===== src/rtl/adc_duty_sampler_pkg.sv =====
// ---------------------------------------------------------------------------
// adc_duty_sampler_pkg
//   Shared definitions for the ADC duty sampler: SPI sequencer state encoding,
//   serial frame length, and the default timing constants for the
//   100 MHz / 1 MHz SCLK / 5 ms sample-period system.
// ---------------------------------------------------------------------------
package adc_duty_sampler_pkg;

    // SPI sequencer states. A conversion walks through them in this order.
    typedef enum logic [1:0] {
        ST_IDLE  = 2'd0,
        ST_SETUP = 2'd1,
        ST_SHIFT = 2'd2,
        ST_QUIET = 2'd3
    } state_t;

    // Bits clocked out of the ADC per conversion (MSB first).
    localparam int FRAME_BITS = 16;

    // clk cycles per SCLK half-period: 100 MHz / (2*50) = 1 MHz SCLK.
    localparam int DEF_CLK_DIV = 50;

    // clk cycles between conversion starts: 5 ms at 100 MHz.
    localparam int DEF_SAMPLE_PERIOD = 500000;

    // Bit position of the 8-bit code LSB inside the received frame.
    localparam int DEF_DATA_LSB = 4;

endpackage


===== src/rtl/adc_duty_sampler_tick_gen.sv =====
// ---------------------------------------------------------------------------
// sample_tick_gen
//   Free-running sample-period counter. While en is high it counts
//   0..PERIOD-1 and wraps; tick is a registered one-cycle pulse issued once
//   per period. With en low the counter is held at zero, so the first tick
//   comes PERIOD cycles after en is seen high.
//
// Ports
//   clk    in   system clock
//   rst_n  in   asynchronous reset, active low
//   en     in   counting enable; low clears the counter
//   tick   out  one-cycle pulse, once every PERIOD cycles while enabled
// ---------------------------------------------------------------------------
module sample_tick_gen #(
    parameter int PERIOD = 500000
) (
    input  logic clk,
    input  logic rst_n,
    input  logic en,
    output logic tick
);

    localparam int CW = $clog2(PERIOD);
    localparam logic [CW-1:0] LAST = CW'(PERIOD - 1);

    logic [CW-1:0] count;

    always_ff @(posedge clk or negedge rst_n) begin
        if (!rst_n) begin
            count <= '0;
            tick  <= 1'b0;
        end else if (!en) begin
            count <= '0;
            tick  <= 1'b0;
        end else if (count == LAST) begin
            count <= '0;
            tick  <= 1'b1;
        end else begin
            count <= count + 1'b1;
            tick  <= 1'b0;
        end
    end

endmodule


===== src/rtl/adc_duty_sampler.sv =====
// ---------------------------------------------------------------------------
// adc_duty_sampler
//   Periodically reads an 8-bit serial ADC (SPI mode 3, 16-bit MSB-first
//   frame) and presents the converted code as the duty command for the PWM
//   driver. The last good code is held between conversions; an aborted
//   conversion never disturbs it.
//
// Ports
//   clk         in   system clock
//   rst_n       in   asynchronous reset, active low
//   en          in   sampling enable; low aborts any conversion, clears overrun
//   spi_miso    in   ADC serial data
//   spi_sclk    out  ADC serial clock, idles high (flop output)
//   spi_cs_n    out  ADC chip select, active low (flop output)
//   duty        out  8-bit duty command, updated only with duty_valid
//   duty_valid  out  one-cycle pulse on each duty update
//   busy        out  high from conversion start to end of the quiet time
//   overrun     out  sticky: a sample tick arrived while busy
// ---------------------------------------------------------------------------
module adc_duty_sampler
    import adc_duty_sampler_pkg::*;
#(
    parameter int CLK_DIV       = DEF_CLK_DIV,
    parameter int SAMPLE_PERIOD = DEF_SAMPLE_PERIOD,
    parameter int DATA_LSB      = DEF_DATA_LSB
) (
    input  logic       clk,
    input  logic       rst_n,
    input  logic       en,
    input  logic       spi_miso,
    output logic       spi_sclk,
    output logic       spi_cs_n,
    output logic [7:0] duty,
    output logic       duty_valid,
    output logic       busy,
    output logic       overrun
);

    localparam int PW = $clog2(CLK_DIV);
    localparam logic [PW-1:0] PHASE_LAST = PW'(CLK_DIV - 1);
    localparam logic [3:0]    BIT_LAST   = 4'(FRAME_BITS - 1);

    // ------------------------------------------------------------------
    // Sample period tick
    // ------------------------------------------------------------------
    logic tick;

    sample_tick_gen #(
        .PERIOD (SAMPLE_PERIOD)
    ) u_tick (
        .clk   (clk),
        .rst_n (rst_n),
        .en    (en),
        .tick  (tick)
    );

    // ------------------------------------------------------------------
    // Sequencer state and its next-state copies
    // ------------------------------------------------------------------
    state_t                state, state_nxt;
    logic [PW-1:0]         phase, phase_nxt;
    logic [3:0]            bit_cnt, bit_cnt_nxt;
    logic [FRAME_BITS-1:0] sreg, sreg_nxt;
    logic                  sclk_nxt, cs_n_nxt, busy_nxt, overrun_nxt, duty_valid_nxt;
    logic [7:0]            duty_nxt;

    logic phase_done;
    assign phase_done = (phase == PHASE_LAST);

    always_ff @(posedge clk or negedge rst_n) begin
        if (!rst_n) begin
            state      <= ST_IDLE;
            phase      <= '0;
            bit_cnt    <= '0;
            sreg       <= '0;
            spi_sclk   <= 1'b1;
            spi_cs_n   <= 1'b1;
            busy       <= 1'b0;
            overrun    <= 1'b0;
            duty       <= '0;
            duty_valid <= 1'b0;
        end else begin
            state      <= state_nxt;
            phase      <= phase_nxt;
            bit_cnt    <= bit_cnt_nxt;
            sreg       <= sreg_nxt;
            spi_sclk   <= sclk_nxt;
            spi_cs_n   <= cs_n_nxt;
            busy       <= busy_nxt;
            overrun    <= overrun_nxt;
            duty       <= duty_nxt;
            duty_valid <= duty_valid_nxt;
        end
    end

    // All outputs are computed one cycle ahead here and registered above,
    // so sclk/cs_n come straight from flops and the state transition and
    // the output change land on the same edge.
    always_comb begin
        state_nxt      = state;
        phase_nxt      = phase;
        bit_cnt_nxt    = bit_cnt;
        sreg_nxt       = sreg;
        sclk_nxt       = spi_sclk;
        cs_n_nxt       = spi_cs_n;
        busy_nxt       = busy;
        overrun_nxt    = overrun;
        duty_nxt       = duty;
        duty_valid_nxt = 1'b0;

        if (!en) begin
            // Abort: back to idle bus levels; the partial frame is dropped
            // and duty keeps its last good value.
            state_nxt   = ST_IDLE;
            phase_nxt   = '0;
            bit_cnt_nxt = '0;
            sclk_nxt    = 1'b1;
            cs_n_nxt    = 1'b1;
            busy_nxt    = 1'b0;
            overrun_nxt = 1'b0;
        end else begin
            // A tick is only honoured from IDLE; one arriving mid-conversion
            // or in the quiet time is dropped and flagged.
            if (tick && busy)
                overrun_nxt = 1'b1;

            case (state)
                ST_IDLE: begin
                    if (tick) begin
                        state_nxt = ST_SETUP;
                        phase_nxt = '0;
                        cs_n_nxt  = 1'b0;
                        busy_nxt  = 1'b1;
                        sclk_nxt  = 1'b1;
                    end
                end

                // cs_n low, sclk high for one half-period before the first fall.
                ST_SETUP: begin
                    if (phase_done) begin
                        state_nxt   = ST_SHIFT;
                        phase_nxt   = '0;
                        bit_cnt_nxt = '0;
                        sclk_nxt    = 1'b0;
                    end else begin
                        phase_nxt = phase + 1'b1;
                    end
                end

                // Each bit: low half-period, then high half-period. Data is
                // captured on the edge that raises sclk, after the ADC has
                // had a full half-period to drive it.
                ST_SHIFT: begin
                    if (!phase_done) begin
                        phase_nxt = phase + 1'b1;
                    end else begin
                        phase_nxt = '0;
                        if (!spi_sclk) begin
                            sclk_nxt = 1'b1;
                            sreg_nxt = {sreg[FRAME_BITS-2:0], spi_miso};
                        end else if (bit_cnt == BIT_LAST) begin
                            // End of the 16th high phase: frame complete.
                            state_nxt      = ST_QUIET;
                            cs_n_nxt       = 1'b1;
                            duty_nxt       = sreg[DATA_LSB+7:DATA_LSB];
                            duty_valid_nxt = 1'b1;
                        end else begin
                            sclk_nxt    = 1'b0;
                            bit_cnt_nxt = bit_cnt + 1'b1;
                        end
                    end
                end

                // ADC quiet time before another conversion may start.
                ST_QUIET: begin
                    if (phase_done) begin
                        state_nxt = ST_IDLE;
                        phase_nxt = '0;
                        busy_nxt  = 1'b0;
                    end else begin
                        phase_nxt = phase + 1'b1;
                    end
                end

                default: begin
                    state_nxt = ST_IDLE;
                    phase_nxt = '0;
                    sclk_nxt  = 1'b1;
                    cs_n_nxt  = 1'b1;
                    busy_nxt  = 1'b0;
                end
            endcase
        end
    end

endmodule


===== config.mk =====
export PLATFORM = sky130hd
export DESIGN_NAME = adc_duty_sampler
export DESIGN_NICKNAME = d
export VERILOG_FILES = /design/src/rtl/adc_duty_sampler_pkg.sv /design/src/rtl/adc_duty_sampler_tick_gen.sv /design/src/rtl/adc_duty_sampler.sv
export SDC_FILE = /design/constraint.sdc
export NUM_CORES = 1
export LEC_CHECK = 0
export BUFFER_PORTS_ARGS = -buffer_cell sky130_fd_sc_hd__buf_2
export CORE_MARGIN = 5
export CORE_UTILIZATION = 30
export CTS_BUF_LIST = sky130_fd_sc_hd__clkbuf_4
export CTS_CLUSTER_SIZE = 20
export DETAILED_ROUTE_END_ITERATION = 16
export PLACE_DENSITY_LB_ADDON = 0.3
export RECOVER_POWER = 100
export SLEW_MARGIN = 20
export SYNTH_ARGS = -nofsm -noshare
export SYNTH_HDL_FRONTEND = slang
export SYNTH_SLANG_ARGS = --single-unit

===== constraint.sdc =====
create_clock -name clk -period 4.3 [get_ports clk]
set_input_delay 0.215 -clock clk [delete_from_list [all_inputs] [get_ports clk]]
set_output_delay 0.215 -clock clk [all_outputs]
set_load 0.02 [all_outputs]

* Yosys cells after proc, flatten, opt, wreduce, memory -nomap -nowiden
Cells that the tools add are included.
** Storage, ports and cells
- Output and inout bits :: 13
- Word-level logic and storage cells :: 87
- Bits in registers :: 57
- Memories :: 0
- Memory bits (writable) :: 0
- Input port bits :: 4
- Bits in latches :: 0
- Memory bits (read-only) :: 0
** Operators by class
- Order comparisons :: 0
- Equal/unequal tests :: 18
- Bitwise gates (word level) :: 1
- Reduce and logical (&&, ||, !) cells :: 10
- Divide/modulo/power cells :: 0
- Multiplexer cells :: 43
- $add $sub $neg :: 3
- Shift-type cells :: 0
- $mul :: 0
** Operators with widths (count)
- 2-to-1 mux 19 bit :: 2
- 2-to-1 mux 1 bit :: 20
- 2-to-1 mux 4 bit :: 5
- adder 19 x 1 -> 19 bit, second input constant :: 1
- equality test 19 bit, second input constant :: 1
- 2-to-1 mux 6 bit :: 3
- != test 3 bit, second input constant :: 6
- AND reduction 5 bit :: 3
- 2-to-1 mux 2 bit :: 7
- one-hot mux 6 bit (2 select lines) :: 1
- != test 3 x 1 -> 1 bit, second input constant :: 3
- one-hot mux 2 bit (4 select lines) :: 1
- one-hot mux 4 bit (2 select lines) :: 1
- AND reduction 4 bit :: 2
- adder 6 x 1 -> 6 bit, second input constant :: 1
- equality test 6 bit, second input constant :: 1
- AND reduction 6 bit :: 1
- adder 4 x 1 -> 4 bit, second input constant :: 1
- equality test 2 bit, second input constant :: 2
- equality test 4 bit, second input constant :: 1
- != test 4 x 1 -> 1 bit, second input constant :: 1
- one-hot mux 1 bit (2 select lines) :: 2
- != test 3 x 2 -> 1 bit, second input constant :: 1
- one-hot mux 1 bit (3 select lines) :: 1
- 7 further kinds :: 7

* Longest topological paths before layout
- Depth in word-level cells :: 6
- Depth in mapped cells :: 7
- Depth with buffers taken out :: 6

* Hierarchy
Synthesis repeated with hierarchy kept, for this count alone.
** Unflattened totals
- Cell total of the unflattened synthesis :: 256
- Area, all modules :: 2824.0 um2
** By module, submodules not included
- adc_duty_sampler :: area each 1796.7 um2, cells an instance 154, times used 1, sequential area each 928.4 um2
- sample_tick_gen :: area each 1027.2 um2, cells an instance 102, times used 1, sequential area each 500.5 um2

* Least setup slack after synthesis
Ideal clock, no wire load.
- Path type :: reg2reg
- Start point :: reg phase[1]
- End point :: reg sreg[10]
- Arrival time :: 1.729 ns
- Stages on the path, launching flop included :: 8
- Path slack :: 2.446 ns
- Buffers on the path :: 1
- Setup time :: 0.125 ns
- Period minus slack after synthesis :: 1.854 ns
- Cells stage by stage :: dfrtp_1 > inv_1 > ha_1 > nand4b_4 > nor2_1 > and3_1 > buf_6 > mux2_2
** Between the ends
- Word-level cells in the longest chain between the ends :: 2
** Ends and longest elaborated chain
- from (decl) :: line adc_duty_sampler.sv:61 : logic [PW-1:0] phase, phase_nxt;
- from (signal assigned) :: line adc_duty_sampler.sv:84 : phase <= phase_nxt;
- equality test 6 bit :: line adc_duty_sampler.sv:68 : assign phase_done = (phase == PHASE_LAST);
- AND reduction 4 bit (no line)
- to (signal assigned) :: line adc_duty_sampler.sv:86 : sreg <= sreg_nxt;
- to (decl) :: line adc_duty_sampler.sv:63 : logic [FRAME_BITS-1:0] sreg, sreg_nxt;
No other way between the ends.
A chain may end at the register's enable or synchronous reset.

* Final worst setup path
- Start point :: reg u_tick.count[10]
- End point :: reg u_tick.count[10]
** Between the ends
- Word-level cells in the longest chain between the ends :: 3
** Ends and longest elaborated chain
- from (decl) :: line adc_duty_sampler_tick_gen.sv:26 : logic [CW-1:0] count;
- from (signal assigned) :: line adc_duty_sampler_tick_gen.sv:39 : count <= count + 1'b1;
- adder 19 x 1 -> 19 bit or equality test 19 bit (tied branches) :: line adc_duty_sampler_tick_gen.sv:39, adc_duty_sampler_tick_gen.sv:35
- 2-to-1 mux 19 bit * :: line adc_duty_sampler_tick_gen.sv:35 : end else if (count == LAST) begin
- 2-to-1 mux 19 bit * :: line adc_duty_sampler_tick_gen.sv:32 : end else if (!en) begin
Mark *: on every way between the ends. The rest lies on a longest branch, timed or not.

==> impl_metrics.env <==
export IMPL_yosys_warnings=0
export IMPL_fp_dieH_um=106
export IMPL_setup_violations=0
export IMPL_crit_path_max_fanout=17
export IMPL_start_util=0.305
export IMPL_cts_root_buf="clkbuf_4"
export IMPL_viasPerCell=4.88
export IMPL_power_mw=1.10
export IMPL_powerDensity_nw_per_um2=359
export IMPL_cts_buffers=9
export IMPL_grt_ovfl_total=0
export IMPL_synth_distinct_cells=46
export IMPL_p_sw_frac=0.315
export IMPL_avgSynthCellArea_um2=10.7
export IMPL_ant_nets=0
export IMPL_final_max_slew_violation_count=18
export IMPL_syn_to_final_growth_pct=9.37
export IMPL_cp_required_ns=4.50
export IMPL_n_fill_cell=947
export IMPL_gp_congestion=0.766
export IMPL_outcome="finished with violations"
export IMPL_diodes=0
export IMPL_multi_input_area_um2=1260
export IMPL_seqPwrFrac=0.533
export IMPL_violations="max-capacitance violations, max-slew violations"
export IMPL_ys_seq_elements=57
export IMPL_endpoint_kind="register"
export IMPL_layout_common_cells="dfrtp_1 (55), nor2_1 (33), mux2_2 (20), nand2_1 (14), xnor2_1 (13)"
export IMPL_arrival_ns=2.93
export IMPL_combPwrFrac=0.187
export IMPL_cts_tree="yes"
export IMPL_min_period_ns=2.73
export IMPL_vias=1929
export IMPL_holdCritPathClass="input pin to register"
export IMPL_finalCritPeriodShare=0.635
export IMPL_regArea_um2=1430
export IMPL_synth_seq_area_share=0.512
export IMPL_slew_headroom=-0.233
export IMPL_grt_max_degree=58
export IMPL_die_area_um2=11300
export IMPL_syn_area_um2=2790
export IMPL_intPower_mw=0.751
export IMPL_drc_errors=0
export IMPL_nets=291
export IMPL_cellLeakagePower_nw=1.31
export IMPL_drv_cap=1
export IMPL_grt_pass1_wl_um=9290
export IMPL_clkPwrFrac=0.280
export IMPL_die_w_um=106
export IMPL_place_hpwl_um=3530
export IMPL_grt_usage=0.102
export IMPL_drtIter0Drc=92
export IMPL_antenna_found_initial=0
export IMPL_syn_nets=273
export IMPL_ir_drop_mv=0.116
export IMPL_start_kind="register"
export IMPL_pin_count=17
export IMPL_max_freq_ghz=0.366
export IMPL_first_pass_iters=4
export IMPL_finalWirelength_um=5150
export IMPL_h_tree_depth=3
export IMPL_fin_worst_skew_ns=0.0150
export IMPL_cts_buffer_depth=2
export IMPL_placed_area_um2=2970
export IMPL_finish_instance_area_um2=3050
export IMPL_wl_per_cell_um=13.0
export IMPL_p_switching_mw=0.345
export IMPL_clk_latency_ns=0.39
export IMPL_rsz0062_at_grt="false"
export IMPL_rows=35
export IMPL_max_slew_worst_pin_slew_ns=1.83
export IMPL_layout_drive_gt1_share=0.155
export IMPL_final_common_cell="dfrtp_1"
export IMPL_critPathKind="register to register"
export IMPL_finalHoldViolCount=0
export IMPL_setup_tns_ns=0
export IMPL_core_um2=9150
export IMPL_port_buffers=16
export IMPL_grt_pass1_vias=1924
export IMPL_cts_sinks=57
export IMPL_postSynthCellCount=261
export IMPL_cts_repair_resized=0
export IMPL_path_clk_slew_ns=0.10
==> state kept, by name, summed over array words and instances (netlist names) <==
signal and cells:
sreg 12, busy 1, spi_cs_n 1, state 2
duty 8, spi_sclk 1, phase 6, overrun 1
u_tick.tick 1, duty_valid 1, u_tick.count 19, bit_cnt 4
==> metrics by stage <==
stage / utilization / hold slack (ns) / setup WS (ns) / std cells
floorplan: - / -0.0806 / 2.45 / 261
CTS: 0.337 / 0.0291 / 1.96 / 395
global route: 0.334 / 0.0267 / 1.15 / 395
detailed placement: 0.324 / 0.413 / 1.99 / 378
finish: 0.334 / 0.0599 / 1.57 / 395
global placement: 0.324 / 0.409 / 2.11 / 378
==> layout make-up <==
type / instances / share of cell area
inverters: 11 / 0.0135
well taps: 111 / 0.0455
repair buffers: 18 / 0.0270
clock buffers: 9 / 0.0221
clock inverters: 7 / 0.0123
flip-flops and latches: 57 / 0.468
multi-input cells: 182 / 0.411
==> final timing paths <==
path                                   from          endpoint  slack [ns]  depth (start not counted)
min in group asynchronous             rst_n   u_tick.count[8]        0.49                          3
hold / removal                     spi_miso           sreg[0]        0.06                          2
setup / recovery           u_tick.count[10]  u_tick.count[10]        1.57                          4
hold reg to reg             u_tick.count[0]   u_tick.count[0]        0.49                          1
max in group asynchronous             rst_n   u_tick.count[0]        3.35                          3
setup reg to reg           u_tick.count[10]  u_tick.count[10]        1.57                          4
==> cell usage after synthesis (all sizes together) <==
cell type | n | area share
nor2b | 3 | 0.0067
and2 | 1 | 0.0022
dfrtp | 55 | 0.49
a21oi | 5 | 0.0090
nand2 | 14 | 0.019
and4 | 1 | 0.0031
a221oi | 1 | 0.0031
or2 | 2 | 0.0045
a31o | 1 | 0.0031
o211ai | 3 | 0.0081
xor2 | 6 | 0.019
mux2i | 4 | 0.014
nand3 | 9 | 0.016
or3 | 1 | 0.0022
nor2 | 33 | 0.044
inv | 11 | 0.015
nor4b | 2 | 0.0063
xnor2 | 13 | 0.041
nand4b | 2 | 0.012
mux2 | 20 | 0.081
and3b | 1 | 0.0031
dfstp | 2 | 0.019
o32a | 1 | 0.0036
nor3 | 7 | 0.013
or4b | 1 | 0.0036
or4bb | 1 | 0.0040
nand4 | 11 | 0.025
o311ai | 2 | 0.0063
a31oi | 1 | 0.0022
a22oi | 1 | 0.0027
o41ai | 1 | 0.0031
a21o | 1 | 0.0027
nand2b | 1 | 0.0022
nand3b | 1 | 0.0027
and3 | 4 | 0.0090
buf | 4 | 0.0094
clkbuf | 7 | 0.0094
nor4 | 8 | 0.020
o21ai | 10 | 0.019
a21boi | 1 | 0.0027
ha | 8 | 0.036
==> worst max-delay path: stages (launching register included) <==
cell     delay [ns]
dfrtp_1        0.47
nor4b_1        0.37
nand4_1        0.16
o21ai_0        1.41
nor2_1         0.13
==> what timing repair did <==
item / in CTS / in global routing
endpoints found under the hold margin: 55 / 0
buffers inserted: 0 / 0
hold buffers: 1 / 0
==> kinds of logic after synthesis <==
family	share of synthesized area
XOR/XNOR	0.0596
AND/OR/NAND/NOR	0.198
buffers and inverters	0.0336
adder cells (fa/ha/maj)	0.0359
flip-flops	0.512
multiplexers	0.0950
AO/OA/AOI/OAI	0.0659
==> power by group through the flow <==
stage | Combinational (mW) | Sequential, mW | Clock, mW
6_report | 0.205 | 0.584 | 0.307
5_1_grt | 0.235 | 0.588 | 0.352
4_1_cts | 0.210 | 0.585 | 0.327
3_5_place_dp | 0.209 | 0.596 | 0
3_3_place_gp | 0.207 | 0.594 | 0
2_1_floorplan | 0.148 | 0.597 | 0
==> routing by layer <==
layer | vias to the layer above | GRT usage | part of all wire
met4 | 0 | 0.0292 | 0.012
li1 | 960 | - | -
met3 | 7 | 0.0443 | 0.038
met1 | 938 | 0.134 | 0.51
met2 | 24 | 0.151 | 0.44
met5 | - | 0 | 0
(Power assumes the default switching activity.)
